==> src/rtl/rr_mux_arbiter_pkg.sv <==
// Shared encodings for the two-source round-robin mux arbiter.
// No logic of its own; constants only.
// Source and state encodings are fixed so debug views stay comparable.
package rr_mux_arbiter_pkg;

  // Source encoding, matching the downstream mux select (0 picks a, 1 picks b)
  localparam logic SRC_A = 1'b0;
  localparam logic SRC_B = 1'b1;

  // Output register occupancy
  localparam logic ST_EMPTY = 1'b0;
  localparam logic ST_FULL  = 1'b1;

endpackage

==> src/rtl/rr_mux_arbiter_sat_counter.sv <==
// Saturating event counter: counts cycles with inc high, sticks at all-ones.
// Latency: q reflects an inc one cycle later.
// No backpressure; inc is sampled every cycle, excess events at saturation are ignored.
module sat_counter #(
  parameter int CNT_W = 16
) (
  input  logic             clk,
  input  logic             rst_n,
  input  logic             inc,
  output logic [CNT_W-1:0] q
);

  localparam logic [CNT_W-1:0] CNT_MAX = {CNT_W{1'b1}};
  localparam logic [CNT_W-1:0] CNT_ONE = {{(CNT_W-1){1'b0}}, 1'b1};

  // Count up on inc, hold once the maximum is reached instead of wrapping
  always_ff @(posedge clk or negedge rst_n) begin
    if (!rst_n) begin
      q <= '0;
    end else if (inc && (q != CNT_MAX)) begin
      q <= q + CNT_ONE;
    end
  end

endmodule

==> src/rtl/rr_mux_arbiter.sv <==
// Two-source round-robin arbiter driving a 2:1 mux select into a one-entry output register.
// Latency: word accepted in cycle N is presented on out_* in cycle N+1.
// Backpressure: readys drop while the register is full and out_ready is low; drain+refill in one cycle.
module rr_mux_arbiter
  import rr_mux_arbiter_pkg::*;
#(
  parameter int WIDTH = 8,
  parameter int CNT_W = 16
) (
  input  logic             clk,
  input  logic             rst_n,
  input  logic             a_valid,
  input  logic [WIDTH-1:0] a_data,
  output logic             a_ready,
  input  logic             b_valid,
  input  logic [WIDTH-1:0] b_data,
  output logic             b_ready,
  output logic             sel,
  output logic             out_valid,
  output logic [WIDTH-1:0] out_data,
  output logic             out_src,
  input  logic             out_ready,
  output logic [CNT_W-1:0] cnt_a,
  output logic [CNT_W-1:0] cnt_b
);

  logic state_q;   // output register occupancy
  logic last_q;    // source granted most recently; the other one wins a tie
  logic sel_q;     // select held while no new grant is made

  logic slot_free;
  logic grant;
  logic take;
  logic accept;
  logic inc_a;
  logic inc_b;

  // Arbitration and handshake: grant only when the register can take a word
  always_comb begin
    slot_free = (state_q == ST_EMPTY) | out_ready;
    if (a_valid & b_valid) begin
      grant = ~last_q;
    end else if (b_valid) begin
      grant = SRC_B;
    end else begin
      grant = SRC_A;
    end
    // rst_n gates take so no ready leaks out while reset is held
    take    = rst_n & slot_free & (a_valid | b_valid);
    sel     = take ? grant : sel_q;
    a_ready = take & (grant == SRC_A) & a_valid;
    b_ready = take & (grant == SRC_B) & b_valid;
    inc_a   = a_valid & a_ready;
    inc_b   = b_valid & b_ready;
    accept  = inc_a | inc_b;
  end

  assign out_valid = (state_q == ST_FULL);

  // Occupancy, priority pointer and output register; a new word may replace one being drained
  always_ff @(posedge clk or negedge rst_n) begin
    if (!rst_n) begin
      state_q  <= ST_EMPTY;
      last_q   <= SRC_B;
      sel_q    <= SRC_A;
      out_data <= '0;
      out_src  <= SRC_A;
    end else if (accept) begin
      state_q  <= ST_FULL;
      out_data <= sel ? b_data : a_data;
      out_src  <= sel;
      last_q   <= sel;
      sel_q    <= sel;
    end else if (out_ready) begin
      state_q  <= ST_EMPTY;
    end
  end

  sat_counter #(.CNT_W(CNT_W)) u_cnt_a (
    .clk   (clk),
    .rst_n (rst_n),
    .inc   (inc_a),
    .q     (cnt_a)
  );

  sat_counter #(.CNT_W(CNT_W)) u_cnt_b (
    .clk   (clk),
    .rst_n (rst_n),
    .inc   (inc_b),
    .q     (cnt_b)
  );

endmodule

==> config.mk <==
export PLATFORM = sky130hd
export DESIGN_NAME = rr_mux_arbiter
export DESIGN_NICKNAME = d
export VERILOG_FILES = /design/src/rtl/rr_mux_arbiter_pkg.sv /design/src/rtl/rr_mux_arbiter_sat_counter.sv /design/src/rtl/rr_mux_arbiter.sv
export SDC_FILE = /design/constraint.sdc
export NUM_CORES = 1
export LEC_CHECK = 0
export BUFFER_PORTS_ARGS = -buffer_cell sky130_fd_sc_hd__buf_2
export CAP_MARGIN = 20
export CORE_MARGIN = 4
export CORE_UTILIZATION = 40
export CTS_CLUSTER_SIZE = 20
export DETAILED_ROUTE_END_ITERATION = 6
export PLACE_DENSITY = 0.65
export RECOVER_POWER = 25
export SYNTH_ARGS = -nofsm -noshare
export SYNTH_HDL_FRONTEND = slang
export SYNTH_SLANG_ARGS = --single-unit
==> constraint.sdc <==
create_clock -name clk -period 2.2 [get_ports clk]
set_clock_uncertainty 0.15 [all_clocks]
set_input_delay 0.66 -clock clk [delete_from_list [all_inputs] [get_ports clk]]
set_output_delay 0.66 -clock clk [all_outputs]
set_load 0.05 [all_outputs]
==> results.toml <==
[outcome]
status = "finished, violations left"
failing_checks = "negative setup slack"

[clock_tree]
clock_pin_slew_of_the_registers_on_the_worst_case_setup_and_hold_paths_ps = 80
clock_insertion_delay_worst_skew_ps = 280
htree_num_levels = 2
cts-root-to-sink-buffers = 2
cts-hold-fix-buffers = 0
cts_num_sinks = 43
clk_root_buffer_cell = "clkbuf_8"
cts_made_buffers = 5
tritoncts = "yes"

[logic_synthesis]
synth-async-reset-ratio = 1.00
synth_cells = 184
netlist.area_leader.share = 0.501
synth_nets = 207
synth_top_cells_by_area = "dfrtp_1 50%, xnor2_1 7.9%, nor2_1 4.7%"
synth.largest_area_cell = "dfrtp_1"
synth_seq_cells = 43
ys_types = 41
yosys.cell_count.top_type = "dfrtp_1"
synth_commonest_cells = "42 x dfrtp_1, 26 x nor2_1, 19 x xnor2_1"
netlist_area_um2 = 2100
synth_edf_count = 0
synth.yosys.seq_area_share = 0.514
yosys_warns = 0
avgSynthCellArea_um2 = 11.4
synthFlopType = "dfrtp_1"

[sta]
layout_worst_path_cycle_share = 1.03
final_period_minus_worst_setup_slack_ps = 2270
whs_ps = 283
unrepaired_setup_endpoints_after_global_routing = "yes"
finalSetupViolations = 1
final_hold_viol_count = 0
postLayoutSetupSlackWorst_ps = -65.2
drv_slew = 0
worst-slew-pin-transition_ps = 390
maxSlewHeadroom = 0.740
maxClockFrequency_mhz = 441

[setup_path]
timing_worst_setup_path_type = "primary input to output port"
cp_max_fo = 5
timing.rr.end = "u_cnt_b.q[1]$_DFFE_PN0P_"
end_kind = "output port"
peak_per_stage_delay_on_the_critical_path_ps = 180
crit_path_slowest_cell = "a21o_4"
regToRegSetupSlack_ps = 250
worstReg2RegStart = "u_cnt_b.q[0]$_DFFE_PN0P_"
worst_ep_arrival_time_ps = 1460
critical_path.cell_chain = "buf_2 -> nand2b_4 -> nand4_4 -> clkinvlp_4 -> a21o_4 -> buf_6"
timing.critical_path.required_ps = 1390
worstRegToRegCells = 6
critPathLaunchType = "primary input"

[die]
die-area_um2 = 6460
core-area_um2 = 5110
ioPinCount = 66
die_h_um = 80.4
die_x_um = 80.4
num_rows = 26
floorplan.initialDensity = 0.411

[place]
dp_worst_setup_slack_ps = -116
placed_cells_incl_taps = 327
numPortBuffers = 65
dpl.hpwl_mm = 3.30
gp_congestion = 0.739

[final_layout]
fin_cells = 337
drive_gt1_frac = 0.408
antenna_cells_inserted = 0
nets = 289
final_core_utilization = 0.534
areaGrowthSynthToFinish_pct = 30.0

[global_routing]
global_route_wire_length_before_repair_mm = 7.33
grt_pass1_vias = 1625
pin_count_of_the_biggest_net_entering_global_routing = 32
grt_antenna_before_repair = 0
grt_overflow = 0
groute.usage.overall = 0.145

[drt]
drt-initial-drc-count = 66
detailroute.via_count = 1704
route.final.wire_length_mm = 4.39
antenna_left = 0
drc = 0
detailed_route_vias_per_instance = 5.06
wl_per_cell_um = 13.0
firstDrtPassIters = 4

[hold_path]
min_path_type = "primary input to async pin"

[power_and_ir_drop]
ir_drop_mv = 0.863
report.power.total_mw = 2.57
static-leakage-power_nw = 1.32
cellPowerDensity_nw_per_um2 = 945

[run]
drv_cap = 0
==> metal layers <==
metal | share of wire | routed length, um | vias up | track usage
met4 | 0.0057 | 25 | 0 | 0.0405
met2 | 0.44 | 1920 | 56 | 0.219
met3 | 0.072 | 315 | 2 | 0.0437
li1 | - | - | 826 | -
met5 | 0 | 0 | - | 0
met1 | 0.48 | 2130 | 820 | 0.201
==> worst max-delay path: cells and delay by family <==
family                 cells  cell delay, ps
AO/OA/AOI/OAI              1             180
buffers and inverters      3             340
AND/OR/NAND/NOR            2             260
==> placed cells by master, fill, tap and decap left out, drive strengths merged, types with 4 or more instances in the layout <==
cell type / synthesis / routed
dfrtp: 42 / 42
nor3: 4 / 4
nand2: 10 / 10
clkbuf: 1 / 9
nor2: 28 / 28
nand4: 16 / 16
nand3: 10 / 10
o22ai: 8 / 8
o21a: 4 / 4
xnor2: 19 / 19
buf: 2 / 77
xor2: 4 / 4
==> flip-flops by register name (all words and copies together), names as in the netlist <==
signal and flops:
u_cnt_a.q 16, u_cnt_b.q 16, out_data 8, last_q 1, out_valid 1, sel_q 1
==> timing repair <==
item | 4_1_cts | 5_1_grt
gates resized for setup | 5 | 1
gates cloned | 0 | 0
buffers inserted | 2 | 0
setup endpoints to repair | 3 | 3
==> final cells by class <==
class / instances / area, um2
clock buffers: 8 / 100
repair buffers: 78 / 438
flip-flops and latches: 43 / 1080
inverters: 5 / 26.3
well taps: 70 / 87.6
multi-input cells: 133 / 996
fillers: 475 / 2380
==> where the power goes <==
part,internal (mW),switching (mW)
sequential,0.922,0.166
clock,0.287,0.256
combinational,0.268,0.675
total,1.48,1.10
==> how the worst max path moves through the flow <==
stage	slack [ps]	cells after the start	start	endpoint
finish	-70	6	out_ready	sel
global route	-110	5	last_q$_DFFE_PN1P_	sel
CTS	-70	6	out_ready	sel
detailed placement	-120	6	out_ready	sel
global placement	-110	6	out_ready	sel
floorplan	-290	5	out_ready	sel
==> cell families after synthesis <==
logic type	share of synthesized area
AO/OA/AOI/OAI	0.0871
multiplexers	0.0197
flip-flops	0.514
adder cells (fa/ha/maj)	0.0119
AND/OR/NAND/NOR	0.253
XOR/XNOR	0.0961
buffers and inverters	0.0185
==> metrics by stage <==
| stage | area [um2] | setup TNS, ps |
|---|---|---|
| floorplan | 2120 | -320 |
| global placement | 2590 | -146 |
| detailed placement | 2590 | -152 |
| CTS | 2720 | -67.8 |
| global route | 2730 | -139 |
| finish | 2730 | -65.2 |
Power figures use the tool's default switching activity.
